## src/rtl/coord_link_pkg.sv

```systemverilog
// Shared types and sizing for the cursor-coordinate link (transmitter and receiver).
// COORD_LINK_PARITY_EN appends an even-parity bit after the payload.
package coord_link_pkg;

  localparam int COORD_W      = 9;
  localparam int PAYLOAD_BITS = 2*COORD_W + 1;
`ifdef COORD_LINK_PARITY_EN
  localparam int PKT_BITS     = PAYLOAD_BITS + 1;
`else
  localparam int PKT_BITS     = PAYLOAD_BITS;
`endif

  typedef enum logic [1:0] {
    IDLE = 2'd0,
    SEND = 2'd1,
    GAP  = 2'd2
  } tx_state_t;

  typedef struct packed {
    logic [COORD_W-1:0] x;
    logic [COORD_W-1:0] y;
    logic               shot;
  } coord_pkt_t;

  // Wire image of a packet, MSB transmitted first.
  function automatic logic [PKT_BITS-1:0] pkt_bits(input coord_pkt_t p);
`ifdef COORD_LINK_PARITY_EN
    return {p, ^p};
`else
    return p;
`endif
  endfunction

endpackage

```

## src/rtl/coord_link_tx_edge_sync.sv

```systemverilog
// Two-flop synchroniser with rising-edge pulse; reusable for any VGA_VS consumer.
module edge_sync (
  input  logic Clk,
  input  logic Reset,
  input  logic async_in,
  output logic rise
);

  logic sync1, sync2, hist;

  always_ff @(posedge Clk or posedge Reset) begin
    if (Reset) begin
      sync1 <= 1'b0;
      sync2 <= 1'b0;
      hist  <= 1'b0;
    end else begin
      sync1 <= async_in;
      sync2 <= sync1;
      hist  <= sync2;
    end
  end

  assign rise = sync2 & ~hist;

endmodule

```

## src/rtl/coord_link_tx.sv

```systemverilog
// Transmit end of the cursor-coordinate link: one {x, y, shot} packet per frame_clk rise.
// Build with COORD_LINK_PARITY_EN to append an even-parity bit.
module coord_link_tx
  import coord_link_pkg::*;
#(
  parameter int HALF_DIV = 25,
  parameter int GAP_BITS = 4
) (
  input  logic               Clk,
  input  logic               Reset,
  input  logic               frame_clk,
  input  logic [COORD_W-1:0] cursor_x,
  input  logic [COORD_W-1:0] cursor_y,
  input  logic               shot,
  output logic               tx_clk,
  output logic               tx_frame,
  output logic               tx_data,
  output logic               busy,
  output logic               overrun
);

  localparam int HW      = (HALF_DIV > 1) ? $clog2(HALF_DIV) : 1;
  localparam int GAP_CYC = GAP_BITS * 2 * HALF_DIV;
  localparam int GW      = (GAP_CYC > 1) ? $clog2(GAP_CYC) : 1;

  tx_state_t           state;
  logic [HW-1:0]       half_cnt;
  logic                phase;     // 0: low half of bit-period, 1: high half
  logic [4:0]          bit_cnt;
  logic [GW-1:0]       gap_cnt;
  logic [PKT_BITS-1:0] shreg;
  logic                req;
  coord_pkt_t          cap;

  assign cap = '{x: cursor_x, y: cursor_y, shot: shot};

  edge_sync u_vs_sync (
    .Clk      (Clk),
    .Reset    (Reset),
    .async_in (frame_clk),
    .rise     (req)
  );

  // Outputs are registered one cycle behind the FSM so the link pins are glitch-free.
  always_ff @(posedge Clk or posedge Reset) begin
    if (Reset) begin
      state    <= IDLE;
      half_cnt <= '0;
      phase    <= 1'b0;
      bit_cnt  <= '0;
      gap_cnt  <= '0;
      shreg    <= '0;
      busy     <= 1'b0;
      overrun  <= 1'b0;
      tx_clk   <= 1'b0;
      tx_frame <= 1'b0;
      tx_data  <= 1'b0;
    end else begin
      tx_frame <= (state == SEND);
      tx_clk   <= (state == SEND) && phase;
      tx_data  <= (state == SEND) && shreg[PKT_BITS-1];

      // busy is a register, so a request in the cycle it falls is still dropped.
      if (req && busy) overrun <= 1'b1;

      case (state)
        IDLE: begin
          if (req) begin
            shreg    <= pkt_bits(cap);
            busy     <= 1'b1;
            half_cnt <= '0;
            phase    <= 1'b0;
            bit_cnt  <= '0;
            state    <= SEND;
          end
        end
        SEND: begin
          if (half_cnt == HW'(HALF_DIV-1)) begin
            half_cnt <= '0;
            phase    <= ~phase;
            if (phase) begin
              if (bit_cnt == 5'(PKT_BITS-1)) begin
                bit_cnt <= '0;
                gap_cnt <= '0;
                state   <= GAP;
              end else begin
                bit_cnt <= bit_cnt + 5'd1;
                shreg   <= {shreg[PKT_BITS-2:0], 1'b0};
              end
            end
          end else begin
            half_cnt <= half_cnt + HW'(1);
          end
        end
        GAP: begin
          if (gap_cnt == GW'(GAP_CYC-1)) begin
            gap_cnt <= '0;
            busy    <= 1'b0;
            state   <= IDLE;
          end else begin
            gap_cnt <= gap_cnt + GW'(1);
          end
        end
        default: state <= IDLE;
      endcase
    end
  end

endmodule

```

## config.mk

```make
export PLATFORM = sky130hd
export DESIGN_NAME = coord_link_tx
export DESIGN_NICKNAME = d
export VERILOG_FILES = /design/src/rtl/coord_link_pkg.sv /design/src/rtl/coord_link_tx_edge_sync.sv /design/src/rtl/coord_link_tx.sv
export SDC_FILE = /design/constraint.sdc
export NUM_CORES = 1
export LEC_CHECK = 0
export ABC_CLOCK_PERIOD_IN_PS = 2800
export CORE_ASPECT_RATIO = 2
export CORE_MARGIN = 1
export CORE_UTILIZATION = 51
export DETAILED_ROUTE_END_ITERATION = 16
export PLACE_DENSITY = 0.73
export SKIP_CTS_REPAIR_TIMING = 1
export SLEW_MARGIN = 20
export SYNTH_ARGS = -nofsm -noshare
export SYNTH_HDL_FRONTEND = slang
export SYNTH_SLANG_ARGS = --single-unit
```

## constraint.sdc

```tcl
create_clock -name Clk -period 2.8 [get_ports Clk]
set_clock_uncertainty 0.05 [all_clocks]
set_input_delay 0.7 -clock Clk [delete_from_list [all_inputs] [get_ports Clk]]
set_output_delay 0.7 -clock Clk [all_outputs]
set_load 0.01 [all_outputs]
```

# Word-level counts from Yosys, hierarchy flattened
# Cells that the tools add are included.
[totals]
word_cells = 74
output_inout_bits = 5
ram_bits = 0
register_bits = 48
mem_bits_ro = 0
n_memories = 0
in_bits = 22
latchBits = 0
[classes]
n_div = 0
add_sub_neg = 3
reduce_logical = 14
n_mul = 0
n_lt_le_gt_ge = 0
n_bitwise = 3
n_mux = 29
shift = 0
n_eq_ne = 11
[op_table]
columns = ["op", "n"]
rows = [
  ["two-way mux 19 bit", 4],
  ["one-hot mux 19 bit (2 select lines)", 1],
  ["two-way mux 8 bit", 4],
  ["two-way mux 5 bit", 5],
  ["one-hot mux 5 bit (2 select lines)", 2],
  ["one-hot mux 8 bit (2 select lines)", 1],
  ["adder 5 x 1 -> 5 bit (second input constant)", 2],
  ["equality test 5 bit (second input constant)", 2],
  ["two-way mux 2 bit", 5],
  ["AND reduction 5 bit", 2],
  ["adder 8 x 1 -> 8 bit (second input constant)", 1],
  ["equality test 8 bit (second input constant)", 1],
  ["inequality test 2 bit (second input constant)", 4],
  ["AND reduction 4 bit", 2],
  ["one-hot mux 2 bit (3 select lines)", 1],
  ["AND reduction 3 bit", 2],
  ["nonzero test 2 bit", 3],
  ["two-way mux 1 bit", 4],
  ["inequality test 2 x 1 -> 1 bit (second input constant)", 2],
  ["one-hot mux 1 bit (2 select lines)", 2],
  ["logical AND 1 bit", 3],
  ["equality test 2 x 1 -> 1 bit (second input constant)", 1],
  ["equality test 2 bit (second input constant)", 1],
  ["zero test 2 bit", 1],
  ["3 further kinds", 4],
]

# Depth between registers and ports, before layout
[logic_depth]
depth_word = 5
depth_mapped = 8
depth_no_buf = 6

# Modules after synthesis
# From an unflattened synthesis, not the netlist that was laid out.
[unflattened]
cells_unflattened = 219
area_unflattened_um2 = 2307.2
[modules_own_cells]
columns = ["module", "cells_per_inst", "seq_area_each_um2", "area_each_um2", "n_inst"]
rows = [
  ["coord_link_tx", 214, 1126.1, 2214.6, 1],
  ["edge_sync", 5, 75.1, 92.6, 1],
]

# Least setup slack after synthesis
# OpenSTA, ideal clock, no wires.
[synth_timing]
path_type = "register -> register"
start = "register bit_cnt[0]"
end = "register shreg[13]"
stages_incl_launch_ff = 8
required_ps = 2625
n_path_buf = 1
setup_time_ps = 125
path_slack_ps = 736
t_arrival_ps = 1889
synth_period_minus_slack_ps = 2064
path_cell_list = "dfrtp_1 > inv_1 > ha_1 > nor4bb_4 > nand2b_4 > a211oi_4 > buf_8 > mux2_4"
[synth_via]
elab_chain_cells = 3
[synth_rtl]
columns = ["element", "line_no", "source"]
rows = [
  ["start: declaration", "coord_link_tx.sv:29", "logic [4:0] bit_cnt;"],
  ["start signal: assignment", "coord_link_tx.sv:87", "bit_cnt <= bit_cnt + 5'd1;"],
  ["equality test 5 bit", "coord_link_tx.sv:82", "if (bit_cnt == 5'(PKT_BITS-1)) begin"],
  ["inequality test 2 bit (no source line)", "--", ""],
  ["AND reduction 5 bit (no source line)", "--", ""],
  ["end signal: assignment", "coord_link_tx.sv:69", "shreg <= pkt_bits(cap);"],
  ["end signal: assignment", "coord_link_tx.sv:88", "shreg <= {shreg[PKT_BITS-2:0], 1'b0};"],
  ["end: declaration", "coord_link_tx.sv:31", "logic [PKT_BITS-1:0] shreg;"],
]
# Every way passes these cells.
# A chain may end at the register's enable or synchronous reset.

# Worst setup path in the final report
[layout_timing]
start = "register bit_cnt[0]"
end = "register shreg[12]"
# Same word-level chain as after synthesis.

==> impl_table.tex <==
\begin{tabular}{lr}
\hline
Metric & Value \\
\hline
\multicolumn{2}{l}{\textbf{Outcome}} \\
\quad Status & completed \\
\multicolumn{2}{l}{\textbf{Synthesis}} \\
\quad Primary FF master, synth & sky130\_fd\_sc\_hd\_\_dfrtp\_1 \\
\quad Total of flip-flops plus latches after synthesis & 48 \\
\quad Synth area leader & sky130\_fd\_sc\_hd\_\_dfrtp\_1 \\
\quad Fraction of synthesis flops using an asynchronous set or reset pin & 100\% \\
\quad Count of flip-flops with a built-in enable after synthesis & 0 \\
\quad Count of synthesis-stage warnings from yosys & 0 \\
\quad Syn avg cell area & 10.4 µm² \\
\quad Post-synth top area share & 50.1\% \\
\quad Syn nets & 258 \\
\quad Leading post-synthesis cells by cell area & sky130\_fd\_sc\_hd\_\_dfrtp\_1 (50\%), sky130\_fd\_sc\_hd\_\_nand2\_1 (8.9\%), sky130\_fd\_sc\_hd\_\_mux2\_4 (5.6\%) \\
\quad Post-Synthesis Cells & 231 \\
\quad Netlist Area Pre-Place & 2400 µm² \\
\quad Post-synthesis cell type count & 43 \\
\quad Sequential-to-total area share from yosys stat & 50.1\% \\
\multicolumn{2}{l}{\textbf{Cells and area}} \\
\quad Utilization after layout & 62.6\% \\
\quad Count of inserted antenna diode cells & 0 \\
\quad Most frequent cells in the layout & sky130\_fd\_sc\_hd\_\_nand2\_1 (57), sky130\_fd\_sc\_hd\_\_dfrtp\_1 (48), sky130\_fd\_sc\_hd\_\_clkdlybuf4s50\_1 (26), sky130\_fd\_sc\_hd\_\_mux2\_2 (10), sky130\_fd\_sc\_hd\_\_o21ai\_0 (10) \\
\quad Number of standard cells in the final layout excluding fillers & 317 \\
\quad Most common library cell in the layout ignoring fill and taps & sky130\_fd\_sc\_hd\_\_nand2\_1 \\
\quad Synthesis-to-layout area growth & 18.8\% \\
\quad Net count reported at finish & 288 \\
\quad Share of post-route cells with drive strength above 1 & 14.9\% \\
\quad Fill cell total of the finished layout & 402 \\
\multicolumn{2}{l}{\textbf{STA}} \\
\quad Count of final max-slew check failures & 0 \\
\quad Top achievable clock speed & 470 MHz \\
\quad Final setup violation count & 0 \\
\quad Max-Slew Margin vs Limit & 55.4\% \\
\quad Hold slack & 0.310 ns \\
\quad Final clock period utilization by the worst path & 76.0\% \\
\quad Fin crit period & 2.13 ns \\
\quad Slew at the pin closest to its max-slew limit & 0.665 ns \\
\quad Fin Setup TNS & 0 ns \\
\quad Hold Violations, Final & 0 \\
\quad Unrepaired setup endpoints after global routing & false \\
\multicolumn{2}{l}{\textbf{Clock network}} \\
\quad Total clock buffers created by CTS & 5 \\
\quad CTS tree & done \\
\quad CTS root buf & sky130\_fd\_sc\_hd\_\_clkbuf\_8 \\
\quad Clk\_lat worst skew & 0.31 ns \\
\quad Num Clock Sinks & 48 \\
\quad Clock-pin slew of the registers on the worst-case setup and hold paths & 0.09 ns \\
\quad Deepest clock path buffer count & 2 \\
\quad Depth of the CTS H-tree & 2 \\
\multicolumn{2}{l}{\textbf{GRT}} \\
\quad Overflow after GRT & 0 \\
\quad Antenna violations before repair & 0 \\
\quad Total GRT Usage & 21.0\% \\
\quad First-pass GRT wire length & 7890 µm \\
\quad Largest net degree at the start of global routing & 27 \\
\quad Via count of the first global-routing pass & 1811 \\
\multicolumn{2}{l}{\textbf{Place}} \\
\quad Detailed placer's ending HPWL & 3350 µm \\
\quad Placer congestion estimate & 0.758 \\
\quad Buffers on Ports & 26 \\
\quad Post-Place Cells & 309 \\
\multicolumn{2}{l}{\textbf{Detailed routing}} \\
\quad Detailed Route WL & 4730 µm \\
\quad Length of the first detailed-routing pass in iterations & 4 \\
\quad Number of design-rule violations left by the first detailed-router iteration & 24 \\
\quad Via density per instance & 5.66 \\
\quad Number of nets with antenna violations after detailed routing & 0 \\
\quad Total DRC errors in the routed layout & 0 \\
\quad Average wire per cell in the routed design & 14.9 µm \\
\quad Via count & 1793 \\
\multicolumn{2}{l}{\textbf{Worst setup path}} \\
\quad WP data arrival & 2.27 ns \\
\quad Crit Reg-Reg Endpoint & shreg[12] \\
\quad Register-to-Register Setup Slack & 0.67 ns \\
\quad Critical-path maximum fanout & 19 \\
\quad Cells along the critical path & inv\_1 > ha\_1 > nor4bb\_4 > nand2b\_4 > a211oi\_4 > buf\_4 > mux2\_2 \\
\quad Critical Path Max Stage Delay & 0.43 ns \\
\quad Kind of start point of the critical path & flip-flop \\
\quad Kind of end point of the critical path & flip-flop \\
\quad Number of cells on the worst reg-to-reg path & 7 \\
\quad Slowest-stage cell, CP & sky130\_fd\_sc\_hd\_\_dfrtp\_1 \\
\quad Data required time of the worst path & 2.94 ns \\
\quad Crit Reg-Reg Startpoint & bit\_cnt[0] \\
\quad Critical path type & reg -> reg \\
\multicolumn{2}{l}{\textbf{Power and ir drop}} \\
\quad P per Cell Area & 741 nW/µm² \\
\quad Total power after layout & 0.00211 W \\
\quad Maximum vdd ir drop & 0.498 mV \\
\quad Leakage component of the power & 1.30 nW \\
\multicolumn{2}{l}{\textbf{Die}} \\
\quad Starting density of the core & 52.7\% \\
\quad Number of top-level pins & 27 \\
\quad Placeable core region & 4550 µm² \\
\quad Number of cell rows & 35 \\
\quad Full die area & 5000 µm² \\
\quad Die width & 50.5 µm \\
\quad Die outline height & 99.0 µm \\
\multicolumn{2}{l}{\textbf{Worst hold path}} \\
\quad Worst hold stages & 0 \\
\quad Min-Delay Path Class & reg -> reg \\
\quad Startpoint of the most critical hold path & u\_vs\_sync.sync1 \\
\quad End point of the worst hold path & u\_vs\_sync.sync2 \\
\multicolumn{2}{l}{\textbf{Run}} \\
\quad Max-cap violations & 0 \\
\hline
\end{tabular}
[kinds of logic (layout without fill, tap and decap cells)]
kind of cell / Yosys count / after routing / share of synthesized area (%)
AOI/OAI and AO/OA: 40 / 40 / 12.3
muxes: 19 / 19 / 10.3
DFF: 48 / 48 / 50.1
buffers and inverters: 17 / 48 / 3.60
adders and majority gates: 5 / 5 / 2.61
xor gates and xnor gates: 4 / 4 / 1.46
and+or+nand+nor: 98 / 98 / 19.7
[worst max path at each step]
stage                           start  slack, ns        end  depth (start not counted)
after floorplan            bit_cnt[0]       0.74  shreg[13]                          7
after global placement     bit_cnt[0]       0.74  shreg[12]                          7
after detailed placement   bit_cnt[0]       0.70  shreg[12]                          7
after CTS                  bit_cnt[0]       0.67  shreg[12]                          7
after global routing      half_cnt[0]       0.58  shreg[12]                          7
final                      bit_cnt[0]       0.67  shreg[12]                          7
[worst max-delay path: cells and delay by family, from the launching register on]
family                     cells  cell delay [ns]
adders and majority gates      1             0.19
DFF                            1             0.43
AOI/OAI and AO/OA              1             0.22
and+or+nand+nor                2             0.34
muxes                          1             0.38
buffers and inverters          2             0.39
[where the power goes]
group | switching [W] | total, W | internal (W)
sequential | 0.000147 | 0.00103 | 0.000884
combinational | 0.000214 | 0.000536 | 0.000321
clock | 0.000230 | 0.000545 | 0.000315
[final cells by class]
cell class / count / area (µm²) / share of cell area [%]
flip-flops and latches: 48 / 1200 / 42.1
repair buffers: 33 / 313 / 11.0
clock inverters: 1 / 30.0 / 1.05
clock buffers: 7 / 96.3 / 3.38
multi-input cells: 166 / 1110 / 39.0
well taps: 55 / 68.8 / 2.41
inverters: 7 / 28.8 / 1.01
[synthesized netlist by cell type (2+ instances only)]
| library cell | n |
|---|---|
| sky130_fd_sc_hd__and2_1 | 3 |
| sky130_fd_sc_hd__nand2_1 | 57 |
| sky130_fd_sc_hd__a41oi_1 | 2 |
| sky130_fd_sc_hd__nor2b_1 | 2 |
| sky130_fd_sc_hd__and4b_1 | 2 |
| sky130_fd_sc_hd__nand2b_1 | 2 |
| sky130_fd_sc_hd__o31ai_1 | 3 |
| sky130_fd_sc_hd__nor2_1 | 9 |
| sky130_fd_sc_hd__a21oi_1 | 4 |
| sky130_fd_sc_hd__ha_1 | 5 |
| sky130_fd_sc_hd__mux2_2 | 10 |
| sky130_fd_sc_hd__o21ai_0 | 10 |
| sky130_fd_sc_hd__a31oi_1 | 2 |
| sky130_fd_sc_hd__nand3_1 | 9 |
| sky130_fd_sc_hd__a211o_1 | 2 |
| sky130_fd_sc_hd__and3_1 | 2 |
| sky130_fd_sc_hd__nor3_1 | 4 |
| sky130_fd_sc_hd__mux2_4 | 9 |
| sky130_fd_sc_hd__clkbuf_1 | 7 |
| sky130_fd_sc_hd__o41ai_1 | 3 |
| sky130_fd_sc_hd__inv_1 | 6 |
| sky130_fd_sc_hd__xnor2_1 | 4 |
| sky130_fd_sc_hd__dfrtp_1 | 48 |
| sky130_fd_sc_hd__a22o_1 | 7 |
[flip-flops by register name (all words and copies together), names as in the netlist]
signal / count
gap_cnt: 8
state: 2
tx_clk: 1
tx_frame: 1
busy: 1
u_vs_sync.hist: 1
phase: 1
bit_cnt: 5
tx_data: 1
shreg: 19
overrun: 1
half_cnt: 5
u_vs_sync.sync1: 1
u_vs_sync.sync2: 1
[metal layers]
metal / track usage, % / part of all wire [%]
met4: 12.6 / 2.9
met1: 21.9 / 39
met2: 37.6 / 55
met5: 0 / 0
met3: 3.70 / 3.2
[through the flow]
| step | area (µm²) | setup slack (ns) |
|---|---|---|
| after CTS | 2850 | 0.670 |
| after floorplan | 2400 | 0.736 |
| after detailed placement | 2720 | 0.703 |
| after global routing | 2850 | 0.581 |
| final | 2850 | 0.673 |
| after global placement | 2720 | 0.739 |
Power figures use the tool's default switching activity.
